===== config.mk =====
export PLATFORM = sky130hd
export DESIGN_NAME = uart_fifo_core
export DESIGN_NICKNAME = d
export VERILOG_FILES = /design/src/rtl/uart_pkg.sv /design/src/rtl/uart_sync_fifo.sv /design/src/rtl/uart_fifo_core.sv
export SDC_FILE = /design/constraint.sdc
export NUM_CORES = 1
export LEC_CHECK = 0
export BUFFER_PORTS_ARGS = -buffer_cell sky130_fd_sc_hd__buf_4
export CAP_MARGIN = 20
export CORE_MARGIN = 2
export CORE_UTILIZATION = 65
export DETAILED_ROUTE_END_ITERATION = 12
export GPL_TIMING_DRIVEN = 0
export MAX_ROUTING_LAYER = met4
export PLACE_DENSITY = 0.89
export SETUP_SLACK_MARGIN = 0.1
export SLEW_MARGIN = 20
export SYNTH_ARGS = -nofsm -noshare
export SYNTH_HDL_FRONTEND = slang
export SYNTH_SLANG_ARGS = --single-unit

===== constraint.sdc =====
create_clock -name clk -period 5.1 [get_ports clk]
set_input_delay 0.51 -clock clk [delete_from_list [all_inputs] [get_ports clk]]
set_output_delay 0.51 -clock clk [all_outputs]
set_load 0.02 [all_outputs]

===== src/rtl/uart_pkg.sv =====
// Shared types and constants for the parametrised UART core.
// Oversampling constants, parity modes, FSM encodings and divider helper.
package uart_pkg;

    localparam int OS_RATE = 16;
    localparam int OS_MID  = 7;

    typedef enum logic [1:0] {
        PAR_NONE = 2'd0,
        PAR_EVEN = 2'd1,
        PAR_ODD  = 2'd2
    } parity_e;

    typedef enum logic [2:0] {
        TX_IDLE,
        TX_START,
        TX_DATA,
        TX_PARITY,
        TX_STOP
    } tx_state_e;

    typedef enum logic [2:0] {
        RX_IDLE,
        RX_START,
        RX_DATA,
        RX_PARITY,
        RX_STOP
    } rx_state_e;

    // Rounded clocks per oversample tick, never below 1.
    function automatic int calc_div(input int clk_hz, input int baud);
        int d;
        d = (clk_hz + 8 * baud) / (16 * baud);
        if (d < 1) d = 1;
        return d;
    endfunction

endpackage


===== src/rtl/uart_sync_fifo.sv =====
// Synchronous FIFO with wrap-bit full/empty and a held last-head output.
// A push into a full FIFO is accepted when a pop happens in the same cycle.
module uart_sync_fifo #(
    parameter int WIDTH = 8,
    parameter int DEPTH = 16
) (
    input  logic             clk,
    input  logic             reset_n,
    input  logic             i_push,
    input  logic [WIDTH-1:0] i_wdata,
    input  logic             i_pop,
    output logic [WIDTH-1:0] o_rdata,
    output logic             o_full,
    output logic             o_empty
);

    localparam int AW = $clog2(DEPTH);

    logic [WIDTH-1:0] r_mem [DEPTH];
    logic [AW:0]      r_wr_ptr;
    logic [AW:0]      r_rd_ptr;
    logic [WIDTH-1:0] r_last;
    logic             w_do_push;
    logic             w_do_pop;

    assign o_empty = (r_wr_ptr == r_rd_ptr);
    assign o_full  = (r_wr_ptr[AW] != r_rd_ptr[AW]) &&
                     (r_wr_ptr[AW-1:0] == r_rd_ptr[AW-1:0]);

    assign w_do_pop  = i_pop && !o_empty;
    assign w_do_push = i_push && (!o_full || w_do_pop);

    // Once drained, the output keeps the most recently popped head.
    assign o_rdata = o_empty ? r_last : r_mem[r_rd_ptr[AW-1:0]];

    always_ff @(posedge clk) begin
        if (w_do_push) r_mem[r_wr_ptr[AW-1:0]] <= i_wdata;
    end

    always_ff @(posedge clk or negedge reset_n) begin
        if (!reset_n) begin
            r_wr_ptr <= '0;
            r_rd_ptr <= '0;
            r_last   <= '0;
        end else begin
            if (w_do_push) r_wr_ptr <= r_wr_ptr + 1'b1;
            if (w_do_pop) begin
                r_rd_ptr <= r_rd_ptr + 1'b1;
                r_last   <= r_mem[r_rd_ptr[AW-1:0]];
            end
        end
    end

endmodule


===== src/rtl/uart_fifo_core.sv =====
// UART transceiver with 16x oversampled RX and TX/RX FIFOs.
// Define UART_LOOPBACK_EN to enable the internal TX->RX loopback input.
module uart_fifo_core
    import uart_pkg::*;
#(
    parameter int CLK_FREQ    = 50_000_000,
    parameter int BAUD_RATE   = 115200,
    parameter int DATA_BITS   = 8,
    parameter int STOP_BITS   = 1,
    parameter int PARITY_MODE = 0,
    parameter int FIFO_DEPTH  = 16
) (
    input  logic                 clk,
    input  logic                 reset_n,
    input  logic                 tx_valid,
    output logic                 tx_ready,
    input  logic [DATA_BITS-1:0] tx_data,
    output logic                 rx_valid,
    input  logic                 rx_ready,
    output logic [DATA_BITS-1:0] rx_data,
    output logic                 rx_par_err,
    output logic                 rx_frm_err,
    output logic                 rx_overrun,
    output logic                 tx_busy,
    input  logic                 loopback,
    output logic                 tx,
    input  logic                 rx
);

    localparam int          DIV       = calc_div(CLK_FREQ, BAUD_RATE);
    localparam logic [15:0] DIV_LAST  = 16'(DIV - 1);
    localparam parity_e     PAR       = parity_e'(PARITY_MODE[1:0]);
    localparam logic        PAR_EN    = (PAR != PAR_NONE);
    localparam logic        PAR_INV   = (PAR == PAR_ODD);
    localparam logic [3:0]  TICK_LAST = 4'(OS_RATE - 1);
    localparam logic [3:0]  TICK_MID  = 4'(OS_MID);
    localparam logic [3:0]  DBIT_LAST = 4'(DATA_BITS - 1);
    localparam logic [3:0]  SBIT_LAST = 4'(STOP_BITS - 1);

    logic [15:0] r_div_cnt;
    logic        w_os_tick;

    assign w_os_tick = (r_div_cnt == DIV_LAST);

    always_ff @(posedge clk or negedge reset_n) begin
        if (!reset_n)       r_div_cnt <= '0;
        else if (w_os_tick) r_div_cnt <= '0;
        else                r_div_cnt <= r_div_cnt + 16'd1;
    end

    logic                 w_txf_full;
    logic                 w_txf_empty;
    logic                 w_txf_pop;
    logic [DATA_BITS-1:0] w_txf_data;

    assign tx_ready = !w_txf_full;

    uart_sync_fifo #(
        .WIDTH (DATA_BITS),
        .DEPTH (FIFO_DEPTH)
    ) u_tx_fifo (
        .clk     (clk),
        .reset_n (reset_n),
        .i_push  (tx_valid && tx_ready),
        .i_wdata (tx_data),
        .i_pop   (w_txf_pop),
        .o_rdata (w_txf_data),
        .o_full  (w_txf_full),
        .o_empty (w_txf_empty)
    );

    tx_state_e            r_tx_state, w_tx_nxt;
    logic [3:0]           r_tx_tick, w_tx_tick_n;
    logic [3:0]           r_tx_bit, w_tx_bit_n;
    logic [DATA_BITS-1:0] r_tx_shift, w_tx_shift_n;
    logic                 r_tx_par, w_tx_par_n;
    logic                 w_ser;

    always_ff @(posedge clk or negedge reset_n) begin
        if (!reset_n) begin
            r_tx_state <= TX_IDLE;
            r_tx_tick  <= '0;
            r_tx_bit   <= '0;
            r_tx_shift <= '0;
            r_tx_par   <= 1'b0;
        end else begin
            r_tx_state <= w_tx_nxt;
            r_tx_tick  <= w_tx_tick_n;
            r_tx_bit   <= w_tx_bit_n;
            r_tx_shift <= w_tx_shift_n;
            r_tx_par   <= w_tx_par_n;
        end
    end

    always_comb begin
        w_tx_nxt     = r_tx_state;
        w_tx_tick_n  = r_tx_tick;
        w_tx_bit_n   = r_tx_bit;
        w_tx_shift_n = r_tx_shift;
        w_tx_par_n   = r_tx_par;
        w_txf_pop    = 1'b0;
        if (r_tx_state == TX_IDLE) begin
            w_txf_pop = w_os_tick && !w_txf_empty;
        end else if (w_os_tick) begin
            w_tx_tick_n = r_tx_tick + 4'd1;
            if (r_tx_tick == TICK_LAST) begin
                unique case (r_tx_state)
                    TX_START: begin
                        w_tx_nxt   = TX_DATA;
                        w_tx_bit_n = '0;
                    end
                    TX_DATA: begin
                        w_tx_shift_n = r_tx_shift >> 1;
                        w_tx_bit_n   = r_tx_bit + 4'd1;
                        if (r_tx_bit == DBIT_LAST) begin
                            w_tx_nxt   = PAR_EN ? TX_PARITY : TX_STOP;
                            w_tx_bit_n = '0;
                        end
                    end
                    TX_PARITY: begin
                        w_tx_nxt   = TX_STOP;
                        w_tx_bit_n = '0;
                    end
                    TX_STOP: begin
                        w_tx_bit_n = r_tx_bit + 4'd1;
                        if (r_tx_bit == SBIT_LAST) begin
                            w_tx_nxt  = TX_IDLE;
                            w_txf_pop = !w_txf_empty;
                        end
                    end
                    default: w_tx_nxt = TX_IDLE;
                endcase
            end
        end
        // Loading straight from STOP keeps consecutive frames gapless.
        if (w_txf_pop) begin
            w_tx_nxt     = TX_START;
            w_tx_tick_n  = '0;
            w_tx_bit_n   = '0;
            w_tx_shift_n = w_txf_data;
            w_tx_par_n   = (^w_txf_data) ^ PAR_INV;
        end
    end

    always_comb begin
        w_ser = 1'b1;
        unique case (r_tx_state)
            TX_START:  w_ser = 1'b0;
            TX_DATA:   w_ser = r_tx_shift[0];
            TX_PARITY: w_ser = r_tx_par;
            default:   w_ser = 1'b1;
        endcase
    end

    assign tx_busy = (r_tx_state != TX_IDLE) || !w_txf_empty;

    logic w_rx_in;
`ifdef UART_LOOPBACK_EN
    assign w_rx_in = loopback ? w_ser : rx;
    assign tx      = loopback ? 1'b1 : w_ser;
`else
    logic w_unused_loopback;
    assign w_unused_loopback = loopback;
    assign w_rx_in = rx;
    assign tx      = w_ser;
`endif

    logic [1:0] r_sync;
    logic       w_line;

    always_ff @(posedge clk or negedge reset_n) begin
        if (!reset_n) r_sync <= 2'b11;
        else          r_sync <= {r_sync[0], w_rx_in};
    end

    assign w_line = r_sync[1];

    rx_state_e            r_rx_state, w_rx_nxt;
    logic [3:0]           r_rx_tick, w_rx_tick_n;
    logic [3:0]           r_rx_bit, w_rx_bit_n;
    logic [DATA_BITS-1:0] r_rx_shift, w_rx_shift_n;
    logic                 r_rx_pbit, w_rx_pbit_n;
    logic                 r_rx_armed, w_rx_armed_n;
    logic                 w_rx_wr;
    logic                 w_rx_perr;
    logic                 r_overrun;

    always_ff @(posedge clk or negedge reset_n) begin
        if (!reset_n) begin
            r_rx_state <= RX_IDLE;
            r_rx_tick  <= '0;
            r_rx_bit   <= '0;
            r_rx_shift <= '0;
            r_rx_pbit  <= 1'b0;
            r_rx_armed <= 1'b0;
        end else begin
            r_rx_state <= w_rx_nxt;
            r_rx_tick  <= w_rx_tick_n;
            r_rx_bit   <= w_rx_bit_n;
            r_rx_shift <= w_rx_shift_n;
            r_rx_pbit  <= w_rx_pbit_n;
            r_rx_armed <= w_rx_armed_n;
        end
    end

    always_comb begin
        w_rx_nxt     = r_rx_state;
        w_rx_tick_n  = r_rx_tick;
        w_rx_bit_n   = r_rx_bit;
        w_rx_shift_n = r_rx_shift;
        w_rx_pbit_n  = r_rx_pbit;
        w_rx_armed_n = r_rx_armed;
        w_rx_wr      = 1'b0;
        // A start is only taken after the line has been seen high.
        if (r_rx_state == RX_IDLE) begin
            if (w_line) begin
                w_rx_armed_n = 1'b1;
            end else if (r_rx_armed) begin
                w_rx_nxt     = RX_START;
                w_rx_tick_n  = '0;
                w_rx_bit_n   = '0;
                w_rx_armed_n = 1'b0;
            end
        end else if (w_os_tick) begin
            w_rx_tick_n = r_rx_tick + 4'd1;
            unique case (r_rx_state)
                RX_START: begin
                    if (r_rx_tick == TICK_MID && w_line) begin
                        w_rx_nxt = RX_IDLE;
                    end else if (r_rx_tick == TICK_LAST) begin
                        w_rx_nxt   = RX_DATA;
                        w_rx_bit_n = '0;
                    end
                end
                RX_DATA: begin
                    if (r_rx_tick == TICK_MID)
                        w_rx_shift_n = {w_line, r_rx_shift[DATA_BITS-1:1]};
                    if (r_rx_tick == TICK_LAST) begin
                        w_rx_bit_n = r_rx_bit + 4'd1;
                        if (r_rx_bit == DBIT_LAST)
                            w_rx_nxt = PAR_EN ? RX_PARITY : RX_STOP;
                    end
                end
                RX_PARITY: begin
                    if (r_rx_tick == TICK_MID)  w_rx_pbit_n = w_line;
                    if (r_rx_tick == TICK_LAST) w_rx_nxt = RX_STOP;
                end
                RX_STOP: begin
                    if (r_rx_tick == TICK_MID) begin
                        w_rx_wr  = 1'b1;
                        w_rx_nxt = RX_IDLE;
                    end
                end
                default: w_rx_nxt = RX_IDLE;
            endcase
        end
    end

    assign w_rx_perr = PAR_EN &&
                       (r_rx_pbit != ((^r_rx_shift) ^ PAR_INV));

    logic                 w_rxf_full;
    logic                 w_rxf_empty;
    logic                 w_rx_pop;
    logic [DATA_BITS+1:0] w_rxf_data;

    assign rx_valid = !w_rxf_empty;
    assign w_rx_pop = rx_valid && rx_ready;

    uart_sync_fifo #(
        .WIDTH (DATA_BITS + 2),
        .DEPTH (FIFO_DEPTH)
    ) u_rx_fifo (
        .clk     (clk),
        .reset_n (reset_n),
        .i_push  (w_rx_wr),
        .i_wdata ({w_rx_perr, !w_line, r_rx_shift}),
        .i_pop   (w_rx_pop),
        .o_rdata (w_rxf_data),
        .o_full  (w_rxf_full),
        .o_empty (w_rxf_empty)
    );

    assign rx_par_err = w_rxf_data[DATA_BITS+1];
    assign rx_frm_err = w_rxf_data[DATA_BITS];
    assign rx_data    = w_rxf_data[DATA_BITS-1:0];

    always_ff @(posedge clk or negedge reset_n) begin
        if (!reset_n) r_overrun <= 1'b0;
        else          r_overrun <= w_rx_wr && w_rxf_full && !w_rx_pop;
    end

    assign rx_overrun = r_overrun;

endmodule


# After elaboration in Yosys (flattened, before gate mapping)
# Memory sizes are Yosys's and may differ from the RTL's.
# Index checks and enable logic that the tools add are counted.
# op_classes
addsub	9
eq_ne	32
mux	60
bitwise_logic	1
n_reduce_logical	41
# op_table
operator	n
2-to-1 mux 4 bit	17
2-to-1 mux 3 bit	16
2-to-1 mux 8 bit	6
one-hot mux 3 bit (4 select lines)	2
adder 5 x 1 -> 5 bit (second input constant)	4
inequality test 3 bit (second input constant)	6
adder 16 x 1 -> 16 bit (second input constant)	1
adder 4 x 1 -> 4 bit (second input constant)	4
== test 16 x 5 -> 1 bit (second input constant)	1
2-to-1 mux 16 bit	1
2-to-1 mux 1 bit	14
== test 3 x 2 -> 1 bit (second input constant)	4
== test 4 x 3 -> 1 bit (second input constant)	3
logical AND 1 bit	12
one-hot mux 4 bit (3 select lines)	1
AND reduction 4 bit	3
== test 5 bit	2
2-to-1 mux 10 bit	1
== test 4 bit	2
== test 4 bit (second input constant)	2
one-hot mux 4 bit (2 select lines)	1
AND reduction 8 bit	1
nonzero test 2 bit	4
XOR reduction 8 bit	1
other kinds (20)	34
# word_totals
reg_bits	97
ram_bits	272
inputBits	14
out_inout_bits	15
elab_cells	164
memories	2
# memory_table
memory	depth	width	read_ports	rd_ports_with_merged_regs	wr	line_no	text
u_rx_fifo.r_mem	16	9	1	0	1	uart_sync_fifo.sv:19	logic [WIDTH-1:0] r_mem [DEPTH];
u_tx_fifo.r_mem	16	8	1	0	1	uart_sync_fifo.sv:19	

# Depth between registers and ports, before layout
# depth
word_depth	12
mapped_depth	11
mapped_depth_nobuf	10

# Hierarchy
# A second synthesis with hierarchy kept.
# unflattened
cells_unflattened	1002
area_unflattened_um2	16494.6
# modules_own_cells
module	instances	cells_per_inst	area_per_inst_um2	seq_area_each_um2
uart_sync_fifo (u_rx_fifo)	1	390	7349.5	5305.1
uart_sync_fifo (u_tx_fifo)	1	316	6023.3	4294.1
uart_fifo_core	1	296	3121.7	1478.9

# Worst setup path before layout
# OpenSTA, ideal clock, no wires.
# synth_timing
path_type	reg-to-reg
start	register r_div_cnt[0]
end	memory u_rx_fifo.r_mem[3][0] (netlist bit) (enable)
setup_time_ns	0.387
t_arrival_ns	2.421
t_required_ns	4.713
setup_slack_ns	2.292
path_stages_with_launch	10
path_buffers	1
period_less_slack_ns	2.808
cell_sequence	dfrtp_1 -> inv_1 -> ha_1 -> and4bb_2 -> and4_1 -> buf_2 -> nand4_1 -> a21oi_2 -> nand2_1 -> nor3_1
# synth_via
elab_chain_cells	6
# synth_rtl
element	line_no	text
start, declared	uart_fifo_core.sv:40	logic [15:0] r_div_cnt;
start signal, assigned	uart_fifo_core.sv:48	else r_div_cnt <= r_div_cnt + 16'd1;
== test 16 x 5 -> 1 bit	uart_fifo_core.sv:43	assign w_os_tick = (r_div_cnt == DIV_LAST);
2-to-1 mux 1 bit	uart_fifo_core.sv:224	end else if (w_os_tick) begin
2-to-1 mux 1 bit	uart_fifo_core.sv:215	if (r_rx_state == RX_IDLE) begin
logical AND 1 bit	uart_sync_fifo.sv:31	assign w_do_push = i_push && (!o_full || w_do_pop);
2-to-1 mux 1 bit	uart_sync_fifo.sv:37	if (w_do_push) r_mem[r_wr_ptr[AW-1:0]] <= i_wdata;
2-to-1 mux 1 bit (not written as such)	uart_sync_fifo.sv:37	
end, declared	uart_sync_fifo.sv:19	
# Every way passes these cells.

# Worst setup path after layout
# layout_timing
start	register u_rx_fifo.r_rd_ptr[1]
end	output port rx_data[6]
# layout_via
elab_chain_cells	2
elab_cells_between_ends	3
cone_classes	eq/ne: 1; mux: 1; memory: 1
# layout_rtl
element	line_no	text
start, declared	uart_sync_fifo.sv:21	logic [AW:0] r_rd_ptr;
start signal, assigned	uart_sync_fifo.sv:48	r_rd_ptr <= r_rd_ptr + 1'b1;
memory read (16 x 9 bit) / == test 5 bit (equally long branches)	-	
2-to-1 mux 10 bit (*)	uart_sync_fifo.sv:34	assign o_rdata = o_empty ? r_last : r_mem[r_rd_ptr[AW-1:0]];
end, declared	uart_fifo_core.sv:20	output logic [DATA_BITS-1:0] rx_data,
# Every way passes the cells marked *; elsewhere a longest branch is shown, timed or not.

==> flow_summary.ini <==
[timing]
drv_slew = 0
slew-limit-headroom = 0.254
fin_crit_sh = 0.813
tightest_slew_ns = 1.11
fmax_mhz = 241
hold_viol = 0
setup_tns_ns = 0
rsz0062_at_grt = no
setup_violations = 0
skew_ns = 0.0193
fin_crit_ns = 4.15

[synthesis]
syn_avg_cell_area_sq_um = 16.4
yosys_warnings = 0
async_flop_share = 0.253
synth_edf_count = 272
netlist_instances = 929
yosysSeqAreaShare = 0.689
ys.flop_type = edfxtp_1
synthDistinctLibCells = 64
ys_ff_latch = 364
synth_nets = 960
syn_area_sq_mm = 0.0152

[layout]
mostFrequentLayoutCell = edfxtp_1
final_nets = 1025
fin_cells = 1333
insertedDiodeCount = 0
nFillCells = 1228
drive_above_1_share = 0.218
layout_common_cells = edfxtp_1 (272), dfrtp_1 (90), nand2_1 (88)
syn_to_final_growth_pct = 11.7
final_util = 0.746

[floorplan]
die_w_um = 157
dieHeight_um = 157
io_pins = 29
start_util = 0.668
num_rows = 55
core-area_sq_mm = 0.0228
die-area_sq_mm = 0.0246

[cts]
cts.clk_slew.worst_paths_ns = 0.06
post-cts-setup-buffers = 0
h-tree-depth = 2
clock_tree.root_cell = clkbuf_16
cts_sinks = 364
cts_tree = built
numCtsBuffers = 36
cts_buffer_depth = 3
clk_latency_ns = 0.52
ctsResizeCount = 0
cts.hold.buffers_added = 0

[power]
power_density_mw_per_mm2 = 401
power.leakage_nw = 6.38
ir_drop_mv = 0.496

[detailed_routing]
viasPerCell = 6.50
vias = 8658
ant_nets = 0
wl_um = 33400
initialDrtViolationCount = 775
drc = 0
dr.pass1.iters = 5
drt-wirelength-per-cell_um = 25.1

[global_route]
overflow = 0
grt_max_degree = 93
grt_pass1_vias = 8722
grt_antenna_before_repair = 0
grt_use_total = 0.292
grt_pass1_wl_um = 51300

[setup_path]
critPathCaptureType = output pin
worstPathArrival_ns = 3.64
crit_chain = buf_1 > clkbuf_1 > mux4_2 > mux4_2 > mux2_2 > buf_4
critPathSlowestCell = buf_1
cp_common_cell = mux4_2
crit_buf_inv = 3
crit_type = flip-flop to output pin
cpPeakStageDelay_ns = 0.62
path_delay_family = buffers and inverters
required_ns = 4.59
crit_path_max_fanout = 10
start_kind = flip-flop

[placed_design]
port_buffers = 26
placed_cells = 1269
gp_congestion = 0.840
dpl.hpwl_um = 20100

[run_status]
outcome = finished clean

[flow_run]
drv_cap = 0

[min_path]
min_path_type = input port to async pin
[synth_stat cells, drive strengths merged, types with 10 or more instances]
master	count	area (sq um)
nand3	16	80.1
ha	17	213
buf	25	151
mux2	33	372
clkbuf	15	56.3
a21oi	13	72.6
mux2i	21	210
nor2	73	274
dfrtp	90	2250
mux4	68	1530
xor2	18	158
inv	13	48.8
nand4	10	77.6
nand2b	15	93.8
o21ai	26	134
edfxtp	272	8170
nand2	89	337
xnor2	34	305
nor3	17	95.1
[cell families after synthesis]
group	synth area share
AND/OR/NAND/NOR	0.0777
buffers and inverters	0.0169
other	0.000247
AO/OA/AOI/OAI	0.0316
flip-flops	0.689
XOR/XNOR	0.0319
adder cells (fa/ha/maj)	0.0140
multiplexers	0.139
[stage by stage]
step                      hold WS, ns  setup WS (ns)  power (mW)  instance area [sq um]
final                          0.0355          0.953        6.81                  17000
after global routing           0.0949          0.885        7.00                  17000
after CTS                      0.0904           1.00        6.81                  17000
after detailed placement        0.356           1.64        4.24                  15800
after global placement          0.358           1.36        4.18                  15800
after floorplan                 0.214           2.29        4.01                  15200
[area by class of cell]
type,instances,area (sq um),share of cell area
plain buffers,40,208,0.0122
clock buffers,52,992,0.0584
repair buffers,27,206,0.0122
clock inverters,12,149,0.00877
flip-flops and latches,364,10500,0.617
multi-input cells,512,4520,0.266
inverters,13,48.8,0.00287
well taps,313,392,0.0231
[flip-flops by register name, indices dropped and copies added (netlist names), 8 cells and up]
name and flops:
r_div_cnt 16, u_rx_fifo.r_last 9, u_rx_fifo.r_mem 144, u_tx_fifo.r_mem 128
r_rx_shift 8, r_tx_shift 8
[final timing paths]
path                       depth (start not counted)  slack [ns]             startpoint                      to
max reg2reg                                        7        1.62          r_div_cnt[12]  u_rx_fifo.r_mem[15][6]
min reg2reg                                        0        0.36              r_sync[0]               r_sync[1]
max                                                6        0.95  u_rx_fifo.r_rd_ptr[1]              rx_data[6]
min                                                1        0.04                reset_n     u_rx_fifo.r_last[1]
min in group clk                                   1        0.10                     rx               r_sync[0]
max in group asynchronous                          1        4.44                reset_n           r_rx_shift[1]
[where the power goes]
group	switching, mW	total (mW)	internal [mW]
clock	1.09	2.60	1.51
sequential	0.0934	3.46	3.36
combinational	0.461	0.753	0.292
total	1.64	6.81	5.17
[layer usage]
layer,part of all wire,up-vias,track usage
li1,-,3657,-
met1,0.38,4378,0.371
met2,0.50,508,0.478
met3,0.074,115,0.0432
met4,0.044,0,0.124
met5,0,-,-
(Power assumes the default switching activity.)
